[src/rtl/overdrive_pkg.sv]
// Shared types and arithmetic helpers for the overdrive stream datapath.
// All helpers work on a 64-bit signed working width wide enough for every stage.
package overdrive_pkg;

    typedef enum logic [1:0] {
        MODE_BYPASS = 2'b00,
        MODE_HARD   = 2'b01,
        MODE_SOFT   = 2'b10,
        MODE_ASYM   = 2'b11
    } mode_e;

    localparam int CALC_W = 64;
    typedef logic signed [CALC_W-1:0] calc_t;

    function automatic calc_t thresh_t(input int bits);
        return (calc_t'(64'sd1) <<< bits) - calc_t'(64'sd1);
    endfunction

    function automatic calc_t thresh_h(input int bits);
        return thresh_t(bits) >>> 1;
    endfunction

    // Round half up, then arithmetic shift out the fractional bits.
    function automatic calc_t round_shift(input calc_t p, input int frac);
        calc_t r;
        if (frac > 0) begin
            r = (p + (calc_t'(64'sd1) <<< (frac - 1))) >>> frac;
        end else begin
            r = p;
        end
        return r;
    endfunction

    function automatic calc_t sat_signed(input calc_t v, input int w);
        calc_t hi;
        calc_t lo;
        calc_t r;
        hi = (calc_t'(64'sd1) <<< (w - 1)) - calc_t'(64'sd1);
        lo = -(calc_t'(64'sd1) <<< (w - 1));
        if (v > hi) begin
            r = hi;
        end else if (v < lo) begin
            r = lo;
        end else begin
            r = v;
        end
        return r;
    endfunction

    function automatic calc_t abs_val(input calc_t v);
        calc_t r;
        if (v < calc_t'(64'sd0)) begin
            r = -v;
        end else begin
            r = v;
        end
        return r;
    endfunction

endpackage

[src/rtl/drive_shaper.sv]
// Combinational waveshaper: maps the scaled sample v to y for the selected mode
// and flags whether the output magnitude was altered.
module drive_shaper
    import overdrive_pkg::*;
#(
    parameter int V_W             = 29,
    parameter int OUT_W           = 32,
    parameter int CLIP_LEVEL_BITS = 12
) (
    input  logic signed [V_W-1:0]   v,
    input  mode_e                   mode,
    output logic signed [OUT_W-1:0] y,
    output logic                    clipped
);

    localparam calc_t T_LVL    = thresh_t(CLIP_LEVEL_BITS);
    localparam calc_t H_LVL    = thresh_h(CLIP_LEVEL_BITS);
    localparam calc_t KNEE_END = calc_t'(64'sd3) * H_LVL + calc_t'(64'sd1);

    calc_t v_ext_s;
    calc_t mag_v_s;
    calc_t mag_y_s;
    calc_t y_ext_s;

    // Shape the sample and compare magnitudes to detect clipping.
    always_comb begin
        v_ext_s = calc_t'(v);
        mag_v_s = abs_val(v_ext_s);
        mag_y_s = calc_t'(64'sd0);
        y_ext_s = v_ext_s;
        case (mode)
            MODE_BYPASS: begin
                y_ext_s = sat_signed(v_ext_s, OUT_W);
            end
            MODE_HARD: begin
                if (v_ext_s > T_LVL) begin
                    y_ext_s = T_LVL;
                end else if (v_ext_s < -T_LVL) begin
                    y_ext_s = -T_LVL;
                end else begin
                    y_ext_s = v_ext_s;
                end
            end
            MODE_SOFT: begin
                // Slope halves above the knee so both segments meet at H.
                if (mag_v_s <= H_LVL) begin
                    mag_y_s = mag_v_s;
                end else if (mag_v_s < KNEE_END) begin
                    mag_y_s = H_LVL + ((mag_v_s - H_LVL) >>> 1);
                end else begin
                    mag_y_s = T_LVL;
                end
                if (v_ext_s < calc_t'(64'sd0)) begin
                    y_ext_s = -mag_y_s;
                end else begin
                    y_ext_s = mag_y_s;
                end
            end
            MODE_ASYM: begin
                if (v_ext_s > T_LVL) begin
                    y_ext_s = T_LVL;
                end else if (v_ext_s < -H_LVL) begin
                    y_ext_s = -H_LVL;
                end else begin
                    y_ext_s = v_ext_s;
                end
            end
            default: begin
                y_ext_s = v_ext_s;
            end
        endcase
        clipped = (abs_val(y_ext_s) != mag_v_s);
        y       = y_ext_s[OUT_W-1:0];
    end

endmodule

[src/rtl/overdrive_stream.sv]
// Three-stage overdrive: slew-limited gain, rounded scaling, waveshaping,
// plus a saturating count of clipped output samples.
module overdrive_stream
    import overdrive_pkg::*;
#(
    parameter int DATA_W          = 16,
    parameter int GAIN_W          = 16,
    parameter int GAIN_FRAC       = 4,
    parameter int OUT_W           = 32,
    parameter int CLIP_LEVEL_BITS = 12,
    parameter int GAIN_STEP       = 4,
    parameter int CNT_W           = 16
) (
    input  logic                     clk,
    input  logic                     rst,
    input  logic                     in_valid,
    input  logic signed [DATA_W-1:0] signal_in,
    input  logic [GAIN_W-1:0]        gain,
    input  logic [1:0]               mode,
    input  logic                     clip_clr,
    output logic                     out_valid,
    output logic signed [OUT_W-1:0]  signal_out,
    output logic [CNT_W-1:0]         clip_count
);

    localparam int P_W = DATA_W + GAIN_W + 1;
    localparam int V_W = P_W - GAIN_FRAC;
    localparam logic [GAIN_W-1:0] STEP    = GAIN_W'(GAIN_STEP);
    localparam logic [CNT_W-1:0]  CNT_MAX = {CNT_W{1'b1}};

    logic [GAIN_W-1:0]        g_r;
    logic [GAIN_W-1:0]        g_next_s;
    logic signed [DATA_W-1:0] x1_r;
    mode_e                    mode1_r;
    logic                     vld1_r;
    logic signed [P_W-1:0]    x_ext_s;
    logic signed [P_W-1:0]    g_ext_s;
    logic signed [P_W-1:0]    p_s;
    logic signed [V_W-1:0]    v_s;
    logic signed [V_W-1:0]    v2_r;
    mode_e                    mode2_r;
    logic                     vld2_r;
    logic signed [OUT_W-1:0]  y_s;
    logic                     clipped_s;

    // Move the applied gain toward the target by at most STEP per accepted sample.
    always_comb begin
        g_next_s = g_r;
        if (gain > g_r) begin
            if ((gain - g_r) > STEP) begin
                g_next_s = g_r + STEP;
            end else begin
                g_next_s = gain;
            end
        end else if (gain < g_r) begin
            if ((g_r - gain) > STEP) begin
                g_next_s = g_r - STEP;
            end else begin
                g_next_s = gain;
            end
        end else begin
            g_next_s = g_r;
        end
    end

    assign x_ext_s = P_W'(x1_r);
    assign g_ext_s = P_W'({1'b0, g_r});
    assign p_s     = x_ext_s * g_ext_s;
    assign v_s     = V_W'(round_shift(calc_t'(p_s), GAIN_FRAC));

    drive_shaper #(
        .V_W             (V_W),
        .OUT_W           (OUT_W),
        .CLIP_LEVEL_BITS (CLIP_LEVEL_BITS)
    ) u_shaper (
        .v       (v2_r),
        .mode    (mode2_r),
        .y       (y_s),
        .clipped (clipped_s)
    );

    // Pipeline registers; the gain ramp only advances on accepted samples.
    always_ff @(posedge clk) begin
        if (!rst) begin
            g_r        <= '0;
            x1_r       <= '0;
            mode1_r    <= MODE_BYPASS;
            vld1_r     <= 1'b0;
            v2_r       <= '0;
            mode2_r    <= MODE_BYPASS;
            vld2_r     <= 1'b0;
            out_valid  <= 1'b0;
            signal_out <= '0;
        end else begin
            vld1_r <= in_valid;
            if (in_valid) begin
                x1_r    <= signal_in;
                mode1_r <= mode_e'(mode);
                g_r     <= g_next_s;
            end
            vld2_r <= vld1_r;
            if (vld1_r) begin
                v2_r    <= v_s;
                mode2_r <= mode1_r;
            end
            out_valid <= vld2_r;
            if (vld2_r) begin
                signal_out <= y_s;
            end
        end
    end

    // Saturating clip counter; a clear wins over a same-cycle increment.
    always_ff @(posedge clk) begin
        if (!rst) begin
            clip_count <= '0;
        end else if (clip_clr) begin
            clip_count <= '0;
        end else if (vld2_r && clipped_s && (clip_count != CNT_MAX)) begin
            clip_count <= clip_count + {{(CNT_W-1){1'b0}}, 1'b1};
        end else begin
            clip_count <= clip_count;
        end
    end

endmodule

[config.mk]
export PLATFORM = sky130hd
export DESIGN_NAME = overdrive_stream
export DESIGN_NICKNAME = d
export VERILOG_FILES = /design/src/rtl/overdrive_pkg.sv /design/src/rtl/drive_shaper.sv /design/src/rtl/overdrive_stream.sv
export SDC_FILE = /design/constraint.sdc
export NUM_CORES = 1
export LEC_CHECK = 0
export ABC_AREA = 1
export CAP_MARGIN = 15
export CORE_ASPECT_RATIO = 0.5
export CORE_UTILIZATION = 31
export DETAILED_ROUTE_END_ITERATION = 6
export GPL_TIMING_DRIVEN = 0
export PLACE_DENSITY = 0.49
export SETUP_SLACK_MARGIN = 0.2
export SYNTH_ARGS = -nofsm -noshare
export SYNTH_HDL_FRONTEND = slang
export SYNTH_SLANG_ARGS = --single-unit
[constraint.sdc]
create_clock -name clk -period 6.4 [get_ports clk]
set_input_delay 1.28 -clock clk [delete_from_list [all_inputs] [get_ports clk]]
set_output_delay 1.28 -clock clk [all_outputs]
set_load 0.02 [all_outputs]
## Yosys cells after proc, flatten, opt, wreduce, memory -nomap -nowiden

Index checks and enable logic that the tools add are counted.

- $add $sub $neg: 11
- $mul: 1
- Order comparisons: 13
- Equality and inequality tests: 5
- Muxes and demuxes: 17
- Bitwise gates (word level): 1
- Reduce and logical (&&, ||, !) cells: 6

Operator list:

| kind | number |
|---|---|
| 64-bit two-way mux | 12 |
| 64-bit one-hot mux with 4 select lines | 1 |
| 64-bit negator | 2 |
| 12-bit by 63-bit adder with 64-bit output, first input constant | 1 |
| 64-bit by 12-bit less-or-equal comparator with 1-bit output, second input constant | 1 |
| 64-bit by 1-bit less-than comparator with 1-bit output, second input constant | 1 |
| 64-bit by 14-bit less-than comparator with 1-bit output, second input constant | 1 |
| 16-bit two-way mux | 4 |
| 64-bit inequality test | 1 |
| 29-bit negator with 64-bit output | 1 |
| 64-bit by 12-bit subtractor with 64-bit output, second input constant | 1 |
| 33-bit by 5-bit adder with 33-bit output, second input constant | 1 |
| 16-bit by 17-bit multiplier with 33-bit output | 1 |
| 16-bit by 3-bit greater-than comparator with 1-bit output, second input constant | 2 |
| 29-bit by 32-bit greater-than comparator with 1-bit output, second input constant | 1 |
| 29-bit by 32-bit less-than comparator with 1-bit output, second input constant | 1 |
| 16-bit subtractor | 2 |
| 29-bit by 13-bit greater-than comparator with 1-bit output, second input constant | 1 |
| 29-bit by 1-bit less-than comparator with 1-bit output, second input constant | 1 |
| 29-bit by 12-bit less-than comparator with 1-bit output, second input constant | 1 |
| 29-bit by 13-bit less-than comparator with 1-bit output, second input constant | 1 |
| 16-bit by 1-bit adder with 16-bit output, second input constant | 1 |
| 16-bit by 3-bit adder with 16-bit output, second input constant | 1 |
| 16-bit greater-than comparator | 1 |
| 11 further kinds | 13 |

- Register bits: 116
- Input bits: 38
- Output and inout bits: 49

## Logic depth before layout (Yosys ltp)

Gate-level depths: netlist of the first run.

- Word-level depth: 15
- Mapped depth: 48

## By module

Synthesis of the first run repeated with hierarchy kept, for this count alone.

- Cells, all modules: 3,504
- Area total of the unflattened synthesis: 21,764.6 µm²

Modules (own cells, without submodules):

| module | instances | cells an instance | area each (µm²) | seq. area each (µm²) |
|---|---|---|---|---|
| overdrive_stream | 1 | 2,406 | 16,480.8 | 2,322.2 |
| drive_shaper | 1 | 1,098 | 5,283.8 | 0.0 |

## Worst setup path before layout of the first run

Ideal clock, no wire load.

- Path type: register to register
- From: reg g_r[8]
- To: reg v2_r[27]
- Arrival: 6,739 ps
- Required time: 6,280 ps
- Path slack: -459 ps
- Cell stages (with the launch flop): 36
- Clock period less this slack: 6,859 ps
- Path through: dfxtp_1 clkbuf_1 buf_1 nand2_1 fa_1 inv_1 fa_1 inv_1 fa_1 inv_1 fa_1 inv_1 fa_1 inv_1 fa_1 ha_1 a21oi_1 nor2_1 a211oi_1 nand2_1 a21o_1 a21oi_1 o21ai_0 a21oi_1 o21ai_0 nand3_1 nand2_1 nand3_1 nand2_1 nand3_1 nand2_1 a21oi_1 nor2_1 nor2_1 xor2_1 a21oi_1

- Cells in the longest elaborated chain, start to end: 2

RTL lines:

| what | RTL line | text |
|---|---|---|
| from (decl) | overdrive_stream.sv:31 | `logic [GAIN_W-1:0] g_r;` |
| from (signal assigned) | overdrive_stream.sv:99 | `g_r <= g_next_s;` |
| 16-bit by 17-bit multiplier with 33-bit output | overdrive_stream.sv:68 | `assign p_s = x_ext_s * g_ext_s;` |
| 33-bit by 5-bit adder with 33-bit output | overdrive_pkg.sv:27 | `r = (p + (calc_t'(64'sd1) <<< (frac - 1))) >>> frac;` |
| to (signal assigned) | overdrive_stream.sv:103 | `v2_r <= v_s;` |
| to (decl) | overdrive_stream.sv:40 | `logic signed [V_W-1:0] v2_r;` |

Every way passes these cells.
A chain may end at the register's enable or synchronous reset.

## Worst setup path after layout of the first run

- From: reg g_r[11]
- To: reg v2_r[27]

Same word-level chain as after synthesis.

==> results of run 1 <==
## sequential cells by signal, indices dropped and copies added, names as in the netlist
signal,count
clip_count,16
g_r,16
mode1_r,2
mode2_r,2
out_valid,1
signal_out,32
v2_r,29
vld1_r,1
vld2_r,1
x1_r,16
## how the worst max path moves through the flow
stage          depth (start not counted)  slack (ps)                     to
6_report                              36        -400  v2_r[27]$_SDFFE_PN0P_
5_1_grt                               36        -620  v2_r[27]$_SDFFE_PN0P_
4_1_cts                               35        -460  v2_r[27]$_SDFFE_PN0P_
3_5_place_dp                          36       -1210  v2_r[27]$_SDFFE_PN0P_
3_3_place_gp                          36       -1190  v2_r[27]$_SDFFE_PN0P_
2_1_floorplan                         35         100  v2_r[27]$_SDFFE_PN0P_
## power groups by stage
| stage | clock [uW] | sequential, uW | combinational, uW |
|---|---|---|---|
| 3_5_place_dp | 0 | 854 | 2730 |
| 6_report | 1030 | 838 | 3020 |
| 2_1_floorplan | 0 | 842 | 1960 |
| 5_1_grt | 1090 | 843 | 3340 |
| 4_1_cts | 1060 | 838 | 2920 |
| 3_3_place_gp | 0 | 854 | 2730 |
## final cells by class
type                    instances  area [sq um]
plain buffers                 134          1420
clock buffers                  18           429
clock inverters                13           175
fillers                      6797         39100
inverters                     603          2270
multi-input cells            2182         15500
flip-flops and latches        116          2370
well taps                     871          1090
repair buffers                169          1520
## cells in the final DEF, fill, tap and decap left out, types with 10 or more instances in the layout
cell	synthesis	final
xor2_1	96	89
nor3_1	38	37
nor2_1	184	179
buf_2	13	10
xnor2_1	28	28
ha_1	160	151
buf_4	3	83
dfxtp_2	0	10
clkbuf_8	0	17
nand2_4	11	16
o21ai_0	141	129
a21oi_1	187	173
nor2_2	31	35
o211ai_1	22	22
o21ai_2	13	18
clkbuf_1	102	51
inv_1	581	572
nand2_2	57	68
clkbuf_16	0	36
inv_2	19	27
clkdlybuf4s50_1	0	85
buf_8	0	15
nand3_1	161	158
dfxtp_1	116	97
nand2_1	715	699
o21ai_1	12	18
a21oi_2	10	23
nand3b_1	14	14
nand3_2	9	12
fa_1	196	193
nand4_1	22	22
## stage by stage
stage	worst slack, ps	instance area, sq um	hold slack, ps
4_1_cts	-463	24400	504
3_5_place_dp	-1210	22500	487
6_report	-395	24800	494
2_1_floorplan	98.8	20600	452
3_3_place_gp	-1190	22500	471
5_1_grt	-619	24800	517
## routing by layer
layer / GRT usage, % / vias up / part of all wire [%]
met5: 0 / - / 0
met4: 5.69 / 0 / 2.0
met2: 35.3 / 385 / 45
met1: 30.3 / 9408 / 48
met3: 3.56 / 58 / 4.8
li1: - / 9790 / -
## kinds of logic (layout without fill, tap and decap cells)
kind of cell	Yosys count	in the layout	share of synthesized area (%)
AOI/OAI and AO/OA	435	435	12.2
xor gates and xnor gates	124	124	5.36
adders and majority gates	356	356	29.2
buffers and inverters	737	937	14.0
DFF	116	116	11.5
and+or+nand+nor	1267	1267	27.8
## timing repair
item                                    4_1_cts  5_1_grt
endpoints found under the setup margin       30       30
pin swaps                                    45       47
setup buffers                                64       20
gates resized for setup                     167       74
## worst max-delay path, delay by kind of cell, from the launching register on
family / cells / cell delay, ps
fa+ha+maj: 7 / 3390
compound gates: 9 / 1290
simple gates: 11 / 770
buf+inv: 8 / 580
flops: 1 / 340
xor+xnor: 1 / 260
==> flow_summary.yaml, run 1 <==
outcome:
  status: "complete, but fails checks"
  violations: "negative setup slack"
floorplan:
  initial_core_util_pct: 31.8
  rows: 65
  io-pin-count: 87
  core_sq_mm: 0.0638
  die_x_um: 364
  die_h_um: 183
  die_area_sq_mm: 0.0665
pwr:
  share_comb_of_total_power_pct: 61.7
  finalPower_uw: 4890
  pwr-share-clk_pct: 21.1
  peakVddDrop_v: 0.000212
  seqPwrFrac_pct: 17.2
  p_leak_uw: 0.0128
  switchingPower_uw: 2360
  p_int_uw: 2530
  netSwitchingFraction_pct: 48.2
  power.density_mw_per_mm2: 197
detailed_routing:
  drt_wl_total_um: 71600
  route.detailed.drc: 0
  vias: 19600
  wl_per_cell_um: 17.4
  drtIter0Drc: 1208
  ant_nets: 0
  viasPerCell: 4.78
  drt-pass1-iter-count: 6
clock_tree:
  cts_tree: "done"
  cts_root_buf: "clkbuf_16"
  clkTransAtPathRegs_ps: 60
  cts_sinks: 116
  cts-buffers-inserted: 17
  cts_hold_buf: 0
  clk_path_buf_depth: 2
  cts.htree.levels: 4
  clk_latency_ps: 480
grt:
  grt_remaining_overflow: 0
  grt.total_usage_pct: 21.9
  grt_pass1_vias: 19500
  grt_first_pass_wirelength_um: 112000
  antenna_found_initial: 0
  grt_max_degree: 17
layout:
  utilization_pct: 38.8
  nNetsFinal: 3617
  layout.cells.non_filler: 4106
  num_antenna_cells: 0
  drive_above_1_share_pct: 14.2
  areaGrowthSynthToFinish_pct: 22.2
placement:
  routabilityCongestion: 0.907
  hpwl_um: 57600
  io_buffers: 85
  placedCellCount: 3991
synth:
  synth.area.top_cells: "fa_1 (19%), nand2_1 (13%), dfxtp_1 (11%)"
  synth_fp_nets: 3429
  yosysSeqAreaShare_pct: 11.5
  post-synth-top-area-cell: "fa_1"
  ys_types: 53
  synthCells: 3035
  synth_seq_cells: 116
  yosys.area.top_type_share_pct: 19.3
  synth_area_sq_mm: 0.0203
  synth-edff-count: 0
  synth_ff_type: "dfxtp_1"
  synthTopCellsByCount: "nand2_1 (715), inv_1 (581), fa_1 (196), a21oi_1 (187), nor2_1 (184)"
  yosys_warnings: 0
  synth_most_common_cell: "nand2_1"
  async_flop_share_pct: 0
  avgSynthCellArea_sq_um: 6.68
sta:
  setup-tns-final_ps: -1670
  finalSetupViolCount: 7
  hold_violations: 0
  maxSlewViolCount: 0
  grt_setup_unrepaired: "true"
  max_freq_ghz: 0.147
  min_period_over_period_pct: 106
  slew_headroom_pct: 31.7
  period_minus_slack_ps: 6800
  worstMarginPinSlew_ps: 1020
  layout_setup_ws_ps: -395
  clock_skew_ps: 14.6
min_path:
  min_path_type: "reg -> reg"
  hold_end: "signal_out[1]$_SDFFE_PN0P_"
  worst_hold_path.num_cells: 2
  hold_path_startpoint: "signal_out[1]$_SDFFE_PN0P_"
run:
  maxCapViolCount: 0
worst_setup_path:
  crit_type: "reg -> reg"
  cp_max_fo: 4
  slowest_stage: "fa_1"
  worstPathRequired_ps: 6750
  rr_worst_depth: 36
  crit_top_cell: "fa_1"
  r2r-start: "g_r[11]$_SDFFE_PN0P_"
  critPathCaptureType: "flop"
  cp-startpoint: "g_r[11]$_SDFFE_PN0P_"
  cp-start-kind: "flop"
  r2r_end: "v2_r[27]$_SDFFE_PN0P_"
  critPathArrivalTime_ps: 7140
  cpPeakStageDelay_ps: 580
  rrSetupSlack_ps: -400
(Power assumes the default switching activity.)
==> run 2, diff against run 1 <==
Settings changed: CORE_ASPECT_RATIO 0.5 to 1.4.
==> flow_summary.yaml, run 2 (synthesis results as in run 1) <==
outcome:
  status: "complete, but fails checks"
  violations: "negative setup slack"
clock_tree:
  cts-buffers-inserted: 17
  cts_tree: "done"
  clk_latency_ps: 470
  cts_hold_buf: 0
  cts_root_buf: "clkbuf_16"
  cts.htree.levels: 4
  clk_path_buf_depth: 2
  cts_sinks: 116
  clkTransAtPathRegs_ps: 70
pwr:
  p_leak_uw: 0.0129
  power.density_mw_per_mm2: 197
  switchingPower_uw: 2400
  seqPwrFrac_pct: 17.1
  netSwitchingFraction_pct: 49.0
  p_int_uw: 2500
  pwr-share-clk_pct: 19.4
  share_comb_of_total_power_pct: 63.5
  peakVddDrop_v: 0.000226
floorplan:
  die_area_sq_mm: 0.0665
  initial_core_util_pct: 31.4
  io-pin-count: 87
  core_sq_mm: 0.0645
  rows: 110
  die_h_um: 305
  die_x_um: 218
worst_setup_path:
  slowest_stage: "fa_1"
  cp-start-kind: "flop"
  cp_max_fo: 3
  critPathCaptureType: "flop"
  cpPeakStageDelay_ps: 550
  crit_top_cell: "fa_1"
  worstPathRequired_ps: 6760
  crit_type: "reg -> reg"
  critPathArrivalTime_ps: 6900
detailed_routing:
  dr_wl_met3_um: 2530
  drt-pass1-iter-count: 5
  viasPerCell: 4.84
  route.detailed.drc: 0
  drtIter0Drc: 1025
  routed.top_layer: "met4"
  drt_wl_total_um: 77200
  ant_nets: 0
  vias: 19900
  wl_met1_um: 28200
  met2_length_um: 40800
  wl_per_cell_um: 18.8
layout:
  layout_commonest_cell: "nand2_1"
  reg_top3: "signal_out x32, v2_r x29"
  final_area_sq_mm: 0.0249
  areaGrowthSynthToFinish_pct: 22.8
  nNetsFinal: 3647
  final_cell_mix: "nand2_1 (696), inv_1 (570), fa_1 (191)"
  layout.cells.non_filler: 4105
  largest_register_ff_count: 32
  regMostFlops: "signal_out"
  fillCellCount: 6910
  drive_above_1_share_pct: 15.3
  num_antenna_cells: 0
placement:
  hpwl_um: 63000
  routabilityCongestion: 0.938
  place_area_sq_mm: 0.0225
  placedCellCount: 3960
  io_buffers: 85
sta:
  period_minus_slack_ps: 6540
  maxSlewViolCount: 0
  setup-tns-final_ps: -464
  clock_skew_ps: 18.4
  slew_headroom_pct: 22.3
  hold_violations: 0
  layout_setup_ws_ps: -143
  finalSetupViolCount: 4
  min_period_over_period_pct: 102
  worstMarginPinSlew_ps: 1170
  max_freq_ghz: 0.153
  grt_setup_unrepaired: "true"
grt:
  grt_first_pass_wirelength_um: 118000
  grt_remaining_overflow: 0
  grt_pass1_vias: 20600
  grt.total_usage_pct: 23.6
  antenna_found_initial: 2
  grt_max_degree: 17
run:
  maxCapViolCount: 0
min_path:
  min_path_type: "reg -> reg"
run 2: cell types whose count changed in the layout (fill, tap and decap cells not counted), sizes merged:
cell | before | now
buf | 125 | 154
bufinv | 3 | 1
clkbuf | 111 | 113
clkinvlp | 2 | 5
inv | 603 | 601
run 2: final cells by class:
| class | count | area [sq um] | share of cell area (%) |
|---|---|---|---|
| inverters | 603 | 2270 | 9.11 |
| well taps | 840 | 1050 | 4.22 |
| multi-input cells | 2182 | 15500 | 62.3 |
| repair buffers | 199 | 1760 | 7.07 |
| clock inverters | 12 | 106 | 0.427 |
| flip-flops and latches | 116 | 2360 | 9.49 |
| clock buffers | 19 | 453 | 1.82 |
| plain buffers | 134 | 1380 | 5.54 |
run 2: metal layers:
metal	GRT usage, %	up-vias
li1	-	9833
met1	24.0	9332
met2	45.4	500
met3	2.54	200
met4	14.5	0
met5	0	-
run 2: critical path, delay by kind of cell (launching register included):
family,cells,cell delay (ps)
adder cells (fa/ha/maj),7,3330
AO/OA/AOI/OAI,8,1140
buffers and inverters,11,830
AND/OR/NAND/NOR,9,580
flip-flops,1,360
XOR/XNOR,1,150
run 2: final timing paths:
check                              startpoint  slack (ps)  cells after the start                     endpoint
hold reg to reg   signal_out[28]$_SDFFE_PN0P_         490                      2  signal_out[28]$_SDFFE_PN0P_
hold / removal    signal_out[28]$_SDFFE_PN0P_         490                      2  signal_out[28]$_SDFFE_PN0P_
setup / recovery          g_r[8]$_SDFFE_PN0P_        -140                     36        v2_r[25]$_SDFFE_PN0P_
setup reg to reg          g_r[8]$_SDFFE_PN0P_        -140                     36        v2_r[25]$_SDFFE_PN0P_
run 2: what timing repair did:
| action | in CTS | in global routing |
|---|---|---|
| setup endpoints to repair | 30 | 28 |
| pin swaps | 64 | 56 |
| buffers inserted | 98 | 16 |
| gates resized for setup | 189 | 60 |
run 2: through the flow:
stage	setup slack, ps	util, %	power, uW	hold slack (ps)
after detailed placement	-1240	34.9	3660	476
after global routing	-399	38.6	5280	514
after floorplan	98.8	-	2810	452
final	-143	38.6	4900	490
after global placement	-1230	34.9	3660	482
after CTS	-274	38.1	4870	492
run 2: power by group through the flow:
stage | Combinational [uW] | Clock [uW] | Sequential, uW
final | 3120 | 953 | 836
after CTS | 3070 | 969 | 833
after detailed placement | 2810 | 0 | 851
after floorplan | 1960 | 0 | 842
after global routing | 3430 | 1000 | 843
after global placement | 2810 | 0 | 852
==> run 3, diff against run 2 <==
Settings changed: CORE_UTILIZATION 31 to 58, PLACE_DENSITY 0.49 to 0.81, REMOVE_ABC_BUFFERS from default to 1.
==> flow_summary.yaml, run 3 (synthesis results as in run 1) <==
worst_setup_path:
  cp-start-kind: "flop"
  critPathCaptureType: "flop"
  critPathArrivalTime_ps: 7260
  crit_type: "reg -> reg"
  cp_max_fo: 7
  cpPeakStageDelay_ps: 930
  crit_top_cell: "inv_2"
  cp_num_buf_inv: 8
  slowest_stage: "xnor2_1"
  worstPathRequired_ps: 6790
  critical-path-top-delay-family: "adder cells"
pwr:
  power.density_mw_per_mm2: 214
  peakVddDrop_v: 0.000162
  p_leak_uw: 0.0125
sta:
  maxSlewViolCount: 2
  finalSetupViolCount: 8
  clock_skew_ps: 8.95
  layout_setup_ws_ps: -461
  worstMarginPinSlew_ps: 1610
  slew_headroom_pct: -8.75
  max_freq_ghz: 0.146
  min_period_over_period_pct: 107
  hold_violations: 0
  period_minus_slack_ps: 6860
  grt_setup_unrepaired: "true"
layout:
  final_cell_mix: "nand2_1 (698), inv_1 (563), fa_1 (191)"
  nNetsFinal: 3547
  final_area_sq_mm: 0.0237
  regMostFlops: "signal_out"
  num_antenna_cells: 0
  reg_top3: "signal_out x32, v2_r x29"
  seqCellArea_sq_mm: 0.00244
  drive_above_1_share_pct: 14.9
  multi_input_comb_area_sq_mm: 0.0157
  largest_register_ff_count: 32
  layout_commonest_cell: "nand2_1"
  areaGrowthSynthToFinish_pct: 16.6
  fillCellCount: 2767
floorplan:
  rows: 80
  die_x_um: 160
  die_area_sq_mm: 0.0357
  initial_core_util_pct: 59.2
  io-pin-count: 87
  die_h_um: 223
  core_sq_mm: 0.0342
grt:
  grt_max_degree: 65
  grt_first_pass_wirelength_um: 110000
  grt_pass1_vias: 21200
  grt_remaining_overflow: 0
  antenna_found_initial: 7
  grt.total_usage_pct: 40.2
detailed_routing:
  drtIter0Drc: 2392
  drt_wl_total_um: 76600
  route.detailed.drc: 0
  vias: 21400
  drt-pass1-iter-count: 7
  viasPerCell: 5.92
  wl_per_cell_um: 21.2
  ant_nets: 0
clock_tree:
  clk_latency_ps: 460
  clk_path_buf_depth: 2
  cts_tree: "done"
  cts-buffers-inserted: 17
  cts.htree.levels: 4
  clkTransAtPathRegs_ps: 70
  cts_sinks: 116
  cts_root_buf: "clkbuf_16"
outcome:
  status: "complete, but fails checks"
  violations: "max-capacitance violations, max-slew violations, negative setup slack"
placement:
  place_area_sq_mm: 0.0212
  hpwl_um: 49800
  routabilityCongestion: 0.999
  dp_worst_setup_slack_ps: -1220
  io_buffers: 86
min_path:
  min_path_type: "reg -> reg"
run:
  maxCapViolCount: 1
-- run 3: changes by cell type in the layout (fill, tap and decap cells not counted), moves of 14 or more --
cell	change
clkbuf_16	-15
clkbuf_8	-24
dfxtp_4	+26
buf_8	-14
clkbuf_1	-48
-- run 3: path summary, 6_finish.rpt --
path / from / end / slack (ps) / cells past startpoint
setup / recovery: x1_r[6]$_SDFFE_PN0P_ / v2_r[20]$_SDFFE_PN0P_ / -460 / 26
hold / removal: signal_out[1]$_SDFFE_PN0P_ / signal_out[1]$_SDFFE_PN0P_ / 480 / 2
setup reg to reg: x1_r[6]$_SDFFE_PN0P_ / v2_r[20]$_SDFFE_PN0P_ / -460 / 26
hold reg to reg: signal_out[1]$_SDFFE_PN0P_ / signal_out[1]$_SDFFE_PN0P_ / 480 / 2
-- run 3: area by class of cell --
cell class / instances / area share, %
Clock buffer: 19 / 1.83
Timing Repair Buffer: 229 / 8.88
Inverter: 603 / 9.61
Tap cell: 451 / 2.39
Timing Repair inverter: 2 / 0.0423
Multi-Input combinational cell: 2184 / 66.2
Clock inverter: 13 / 0.730
Sequential cell: 116 / 10.3
-- run 3: repair_timing --
item | in CTS | in global routing
setup buffers | 97 | 40
pin swaps | 42 | 40
gates cloned | 0 | 4
gates resized for setup | 116 | 82
setup endpoints to repair | 31 | 28
hold buffers | 0 | 0
endpoints found under the hold margin | 0 | 0
-- run 3: routing by layer --
| metal | part of all wire [%] | vias to the layer above | GRT usage [%] |
|---|---|---|---|
| li1 | - | 9619 | - |
| met1 | 31 | 9857 | 39.1 |
| met2 | 47 | 1327 | 72.0 |
| met3 | 9.4 | 595 | 7.36 |
| met4 | 12 | 14 | 36.8 |
| met5 | 0.13 | - | 0 |
-- run 3: where the power goes --
group / internal [uW] / leakage [uW] / total, uW / switching, uW
Clock: 618 / 0.000282 / 1040 / 421
Combinational: 1130 / 0.0112 / 3110 / 1980
Sequential: 775 / 0.000974 / 910 / 135
-- run 3: worst reg2reg max path, stage by stage, from the launching register on --
cell and delay (ps):
dfxtp_4 540, nand2_2 110, fa_1 560, inv_2 50, fa_1 570, inv_2 50, fa_1 530, inv_2 70
fa_1 490, inv_2 40, fa_1 550, inv_2 50, fa_2 470, ha_4 320, nand2_1 100, o21ai_2 170
a21oi_2 70, o21ai_2 190, a21oi_2 110, inv_2 80, a21oi_2 60, o21bai_1 160, a21oi_2 80, buf_4 140
xnor2_1 930, o21ai_0 220, inv_1 100
-- run 3: through the flow --
stage	hold slack [ps]	cells	power (uW)	setup TNS (ps)	util, %
after floorplan	452	2901	2670	-466	-
after global placement	460	3438	3340	-39750	61.7
after detailed placement	472	3442	3410	-15230	62.0
after CTS	486	3571	4690	0	67.1
after global routing	527	3617	5350	-4520	69.1
final	481	3617	5060	-1950	69.1
